==> src/rtl/key_debounce_pkg.sv <==
// Shared board-I/O definitions: debounce defaults for the 50 MHz system clock,
// the per-key state encoding and a constant-evaluable ceiling log2.
package key_debounce_pkg;

    localparam int DEFAULT_DEBOUNCE_CYCLES = 500000;

    typedef enum logic {
        KEY_IDLE    = 1'b0,
        KEY_PRESSED = 1'b1
    } key_state_e;

    // Returns 0 for values <= 1; callers clamp to a minimum width themselves.
    function automatic int clog2(input int value);
        int result;
        int remain;
        result = 0;
        remain = value - 1;
        while (remain > 0) begin
            result = result + 1;
            remain = remain >> 1;
        end
        return result;
    endfunction

endpackage

==> src/rtl/key_debounce_bit.sv <==
// One debounced key line: 2-FF synchronizer, stability counter, pressed/released
// state bit and registered single-cycle press/release pulses.
module key_debounce_bit
    import key_debounce_pkg::*;
#(
    parameter int DEBOUNCE_CYCLES = DEFAULT_DEBOUNCE_CYCLES
) (
    input  logic clk,
    input  logic reset_n,
    input  logic key_in,
    output logic key_stable,
    output logic key_stable_next,
    output logic key_press,
    output logic key_release
);

    localparam int CNT_W = (clog2(DEBOUNCE_CYCLES) < 1) ? 1 : clog2(DEBOUNCE_CYCLES);
    localparam logic [CNT_W-1:0] CNT_MAX = CNT_W'(DEBOUNCE_CYCLES - 1);

    logic             sync1;
    logic             sync2;
    key_state_e       state;
    key_state_e       state_next;
    logic [CNT_W-1:0] cnt;
    logic [CNT_W-1:0] cnt_next;
    logic             press_next;
    logic             release_next;

    always_ff @(posedge clk or negedge reset_n) begin
        if (!reset_n) begin
            sync1       <= 1'b0;
            sync2       <= 1'b0;
            state       <= KEY_IDLE;
            cnt         <= '0;
            key_press   <= 1'b0;
            key_release <= 1'b0;
        end else begin
            sync1       <= key_in;
            sync2       <= sync1;
            state       <= state_next;
            cnt         <= cnt_next;
            key_press   <= press_next;
            key_release <= release_next;
        end
    end

    // Any return to the accepted level clears the count, so bounces never
    // accumulate; the counter stops at CNT_MAX because the state flips there.
    always_comb begin
        state_next   = state;
        cnt_next     = '0;
        press_next   = 1'b0;
        release_next = 1'b0;
        if (sync2 != logic'(state)) begin
            if (cnt == CNT_MAX) begin
                if (state == KEY_IDLE) begin
                    state_next = KEY_PRESSED;
                    press_next = 1'b1;
                end else begin
                    state_next   = KEY_IDLE;
                    release_next = 1'b1;
                end
            end else begin
                cnt_next = cnt + CNT_W'(1);
            end
        end
    end

    assign key_stable      = (state == KEY_PRESSED);
    assign key_stable_next = (state_next == KEY_PRESSED);

endmodule

==> src/rtl/key_debounce.sv <==
// Key conditioning ahead of the key PIO: polarity normalization, WIDTH
// independent debouncers and a registered any-key-pressed flag.
module key_debounce
    import key_debounce_pkg::*;
#(
    parameter int WIDTH           = 8,
    parameter int DEBOUNCE_CYCLES = DEFAULT_DEBOUNCE_CYCLES,
    parameter bit ACTIVE_LOW      = 1'b1
) (
    input  logic             clk,
    input  logic             reset_n,
    input  logic [WIDTH-1:0] key_raw,
    output logic [WIDTH-1:0] key_stable,
    output logic [WIDTH-1:0] key_press,
    output logic [WIDTH-1:0] key_release,
    output logic             key_any
);

    logic [WIDTH-1:0] key_norm;
    logic [WIDTH-1:0] stable_next;

    assign key_norm = key_raw ^ {WIDTH{ACTIVE_LOW}};

    for (genvar i = 0; i < WIDTH; i++) begin : g_bit
        key_debounce_bit #(
            .DEBOUNCE_CYCLES(DEBOUNCE_CYCLES)
        ) u_bit (
            .clk            (clk),
            .reset_n        (reset_n),
            .key_in         (key_norm[i]),
            .key_stable     (key_stable[i]),
            .key_stable_next(stable_next[i]),
            .key_press      (key_press[i]),
            .key_release    (key_release[i])
        );
    end

    // Built from next-state so key_any moves on the same edge as key_stable.
    always_ff @(posedge clk or negedge reset_n) begin
        if (!reset_n) begin
            key_any <= 1'b0;
        end else begin
            key_any <= |stable_next;
        end
    end

endmodule
==> config.mk <==
export PLATFORM = sky130hd
export DESIGN_NAME = key_debounce
export DESIGN_NICKNAME = d
export VERILOG_FILES = /design/src/rtl/key_debounce_pkg.sv /design/src/rtl/key_debounce_bit.sv /design/src/rtl/key_debounce.sv
export SDC_FILE = /design/constraint.sdc
export NUM_CORES = 1
export LEC_CHECK = 0
export ABC_AREA = 1
export CORE_MARGIN = 2
export CORE_UTILIZATION = 58
export DETAILED_ROUTE_END_ITERATION = 16
export DONT_BUFFER_PORTS = 1
export PLACE_DENSITY_LB_ADDON = 0.08
export SLEW_MARGIN = 20
export SYNTH_ARGS = -nofsm -noshare
export SYNTH_HDL_FRONTEND = slang
export SYNTH_SLANG_ARGS = --single-unit
==> constraint.sdc <==
create_clock -name clk -period 2.9 [get_ports clk]
set_input_delay 0.58 -clock clk [delete_from_list [all_inputs] [get_ports clk]]
set_output_delay 0.58 -clock clk [all_outputs]
set_load 0.05 [all_outputs]
Yosys cells after proc, flatten, opt, wreduce, memory -nomap -nowiden
Index checks and enable logic that the tools add are counted.
- word-level logic and storage cells: 155
- bits in latches: 0
- RAM bits: 0
- memories: 0
- flip-flop bits (word level): 193
- ROM bits: 0
- output and inout bits: 25
- bits of input ports: 10
- mux-type cells: 80
- $add $sub $neg: 8
- equality and inequality tests: 16
- div/mod/pow operators: 0
- bitwise logic cells: 1
- reductions and logical operators: 1
- order comparisons: 0
- shifts and indexed selects: 0
- multipliers: 0
- operator list (kind ; count):
    19-bit two-way mux ; 16
    19-bit by 1-bit adder with 19-bit output (second input constant) ; 8
    19-bit == test (second input constant) ; 8
    1-bit two-way mux ; 64
    1-bit != test ; 8
    8-bit inverter ; 1
    8-bit OR reduction ; 1

Longest topological paths before layout
- depth in word-level cells: 4
- gate-level depth with buffers: 11
- mapped depth without buffers: 11

Cells and area by module
A second synthesis with hierarchy kept.
- cells, all modules: 1240
- area total of the unflattened synthesis: 9990.8 µm²
- by module, submodules not included (module ; instances ; seq. area each (µm²) ; cells each ; area each (µm²)):
    key_debounce_bit ; 8 ; 600.6 ; 152 ; 1234.9
    key_debounce ; 1 ; 25.0 ; 24 ; 111.4

Worst setup path after synthesis
Ideal clock, no wire load.
- path type: flip-flop to flip-flop
- from: register g_bit[6].u_bit.cnt[0]
- to: register g_bit[6].u_bit.cnt[12]
- stages on the path, launching flop included: 8
- required time: 2.762 ns
- period minus slack after synthesis: 1.476 ns
- arrival time: 1.339 ns
- path buffers: 0
- setup slack: 1.424 ns
- library setup time: 0.138 ns
- path through: dfrtp_1 -> ha_1 -> nand3_2 -> nor3b_4 -> nand2_1 -> nor2_1 -> xor2_1 -> nor2_1
- longest elaborated chain between the ends: 3
- elaborated cells on any way between the ends: 4
- classes of those cells: 1 x add/sub; 1 x eq/ne; 2 x mux
- ends and longest elaborated chain (what ; line ; text):
    start: declaration ; key_debounce_bit.sv:24 ; logic [CNT_W-1:0] cnt;
    start signal: assignment ; key_debounce_bit.sv:41 ; cnt <= cnt_next;
    19-bit by 1-bit adder with 19-bit output / 19-bit == test (equally long branches) ; key_debounce_bit.sv:64, key_debounce_bit.sv:55 ;
    19-bit two-way mux (*) ; key_debounce_bit.sv:55 ; if (cnt == CNT_MAX) begin
    19-bit two-way mux (*) ; key_debounce_bit.sv:54 ; if (sync2 != logic'(state)) begin
    net g_bit[6].u_bit.cnt_next[12] ; key_debounce_bit.sv:25 ; logic [CNT_W-1:0] cnt_next;
Mark *: on every way through the listed nets, which the timed path passes. The rest lies on a longest branch.

Final worst setup path
- from: register g_bit[3].u_bit.state
- to: register g_bit[3].u_bit.cnt[14]
- longest elaborated chain between the ends: 2
- ends and longest elaborated chain (what ; line ; text):
    start: declaration ; key_debounce_bit.sv:22 ; key_state_e state;
    start signal: assignment ; key_debounce_bit.sv:40 ; state <= state_next;
    1-bit != test ; key_debounce_bit.sv:54 ;
    19-bit two-way mux ; key_debounce_bit.sv:54 ;
    net g_bit[3].u_bit.cnt_next[14] ; key_debounce_bit.sv:25 ;
    end signal: assignment ; key_debounce_bit.sv:41 ;
    end: declaration ; key_debounce_bit.sv:24 ;
The timed path passes the listed nets, and every way through them passes these cells.

==> results.py <==
metrics = {
    "status": {
        "run_status": "finished, violations left",
        "failed_checks": "negative hold slack",
    },
    "layout": {
        "finalNetCount": 1202,
        "area.sequential_um2": 4830,
        "fill_cells": 1433,
        "final_cell_area_um2": 10500,
        "multi_input_area_um2": 4090,
        "area_growth_pct": 7.16,
        "utilization_pct": 63.3,
        "num_antenna_cells": 0,
        "drive_above_1_share_pct": 6.68,
    },
    "setup_path": {
        "cp-startpoint": "g_bit[3].u_bit.key_stable",
        "endpoint": "g_bit[3].u_bit.cnt[14]",
        "r2r_slack_ps": 920,
        "r2r_end": "g_bit[3].u_bit.cnt[14]",
        "worstPathArrival_ps": 2290,
        "endpoint_kind": "register",
        "path_class": "reg2reg",
        "r2r_start": "g_bit[3].u_bit.key_stable",
        "crit_required_ps": 3210,
        "worstRegToRegCells": 6,
        "start_kind": "register",
        "crit_fanout": 11,
    },
    "global_route": {
        "grt_pass1_vias": 6954,
        "overflow": 0,
        "antenna_found_initial": 0,
        "grt_pass1_wl_um": 31800,
        "grt_max_degree": 194,
        "grt_use_total_pct": 21.8,
    },
    "synthesis": {
        "synth-edff-count": 0,
        "ys_seq_elements": 193,
        "yosysMostFrequentCell": "nor2_1",
        "syn_avg_cell_area_um2": 8.21,
        "yosysSeqAreaShare_pct": 49.5,
        "netlist_area_um2": 9760,
        "synth_cells": 1189,
        "synthTopCellsByArea": "dfrtp_1 49%, nor2_1 9.0%, nand2_1 7.2%",
        "synth_cell_type_count": 32,
        "synth_top_area_share_pct": 49.5,
        "synth_common_cells": "233 x nor2_1, 193 x dfrtp_1, 187 x nand2_1, 173 x inv_1, 68 x nand3_1",
        "synth_nets": 1207,
        "synthArstFlopShare_pct": 100,
        "yosys_warnings": 0,
        "synth.largest_area_cell": "dfrtp_1",
        "ys.flop_type": "dfrtp_1",
    },
    "cts": {
        "cts.path.max_buffers": 2,
        "insertion_delay_ps": 430,
        "clock_sinks": 193,
        "cts_tree": "done",
        "cts.clk_slew.worst_paths_ps": 70,
        "cts.htree.levels": 4,
        "root_buffer": "clkbuf_16",
        "cts_buffers": 17,
    },
    "flow_run": {
        "max_cap_violations": 0,
    },
    "sta": {
        "maxSlewViolCount": 0,
        "slew_headroom_pct": 61.2,
        "period_minus_slack_ps": 1980,
        "finClkSkew_ps": 12.3,
        "holdWs_ps": -163,
        "hold_viol": 193,
        "worst_pin_slew_ps": 582,
        "period_share_pct": 68.3,
        "rsz0062_at_grt": "false",
        "final-setup-viol-count": 0,
        "tns_ps": 0,
        "timing.fmax_mhz": 505,
    },
    "detailed_routing": {
        "routed_via_density": 5.09,
        "drc": 0,
        "drt_iter0_markers": 416,
        "vias": 7211,
        "routed_wl_um": 18200,
        "dr.pass1.iters": 5,
        "ant_nets": 0,
        "wl_per_cell_um": 12.8,
    },
    "place": {
        "dpl_cell_area_um2": 9850,
        "io_buffers": 0,
        "gp_congestion": 0.876,
        "dp_hpwl_um": 12800,
    },
    "floorplan": {
        "fp.dieArea_um2": 17900,
        "ios": 35,
        "die_h_um": 134,
        "die_w_um": 134,
        "core-area_um2": 16500,
        "fp-row-count": 47,
        "start_util_pct": 59.0,
    },
    "power_and_ir_drop": {
        "ir_drop_mv": 0.428,
        "power_density_nw_per_um2": 504,
        "leakagePower_nw": 4.74,
    },
    "min_path": {
        "worstHoldPathType": "in2async",
    },
}
-- placed cells by master (no fill, tap or decap), types with 10 or more instances in the layout --
master and instances:
nor2_1 233, dfrtp_1 193, nor3_1 62, nand3_1 68, nor2_2 11, nand2_2 10, clkbuf_16 17, o21ai_0 20
inv_1 173, nand2_1 187, nand3_2 10, xnor2_1 21, xor2_1 47, nand4_1 20, a21oi_1 41
-- routing by layer --
metal | global-route usage, % | share of wire (%) | vias to the layer above
li1 | - | - | 3737
met1 | 30.1 | 48 | 3355
met2 | 35.5 | 48 | 106
met3 | 4.22 | 2.7 | 13
met4 | 6.15 | 1.1 | 0
met5 | 0 | 0 | -
-- worst min-delay path by stage --
stage | start | to | slack, ps | cells after the start
after floorplan | reset_n | g_bit[0].u_bit.cnt[0] | 280 | 0
after global placement | reset_n | g_bit[3].u_bit.key_release | 290 | 0
after detailed placement | reset_n | g_bit[3].u_bit.key_release | 290 | 0
after CTS | reset_n | g_bit[3].u_bit.key_release | -180 | 0
after global routing | reset_n | g_bit[2].u_bit.cnt[2] | -190 | 0
final | reset_n | g_bit[3].u_bit.key_release | -160 | 0
-- sequential cells by signal, summed over array words and instances, names as in the netlist --
signal and cells:
g_bit.u_bit.sync1 8, g_bit.u_bit.cnt 152, g_bit.u_bit.key_stable 8, g_bit.u_bit.sync2 8, g_bit.u_bit.key_press 8, key_any 1
g_bit.u_bit.key_release 8
-- through the flow --
step | total power [mW] | setup WS [ps] | instances
after floorplan | 2.90 | 1420 | 1189
after global placement | 2.92 | 961 | 1385
after detailed placement | 2.93 | 916 | 1385
after CTS | 5.34 | 893 | 1417
after global routing | 5.46 | 663 | 1417
final | 5.27 | 919 | 1417
-- area by class of cell --
class	count	share of cell area, %
flip-flops and latches	193	46.2
well taps	220	2.63
clock buffers	20	4.37
multi-input cells	797	39.1
repair buffers	2	0.144
clock inverters	12	1.38
inverters	173	6.21
-- what timing repair did --
item                                   in CTS  in global routing
endpoints found under the hold margin     193                193
buffers inserted                            0                  0
resized for setup                           0                  0
-- report_power, final --
group | switching [mW] | total (mW) | internal (mW) | leakage [nW]
Combinational | 0.0738 | 0.117 | 0.0434 | 1.80
Clock | 1.05 | 2.39 | 1.34 | 0.296
Sequential | 0.0288 | 2.76 | 2.73 | 2.64
Total | 1.16 | 5.27 | 4.11 | 4.74
-- logic make-up (layout without fill, tap and decap cells) --
family	after synthesis	after routing	synth area share, %
simple gates	637	637	30.0
flops	193	193	49.5
compound gates	84	84	4.74
fa+ha+maj	8	8	1.03
buf+inv	199	207	8.63
xor+xnor	68	68	6.10
-- critical path: stages (launching register included) --
cell and delay, ps:
dfrtp_1 590, xnor2_1 580, inv_1 80, nand2_1 330, inv_1 140, o21ai_0 100
a21oi_1 60
No activity file was read; power rests on OpenSTA's default activity.
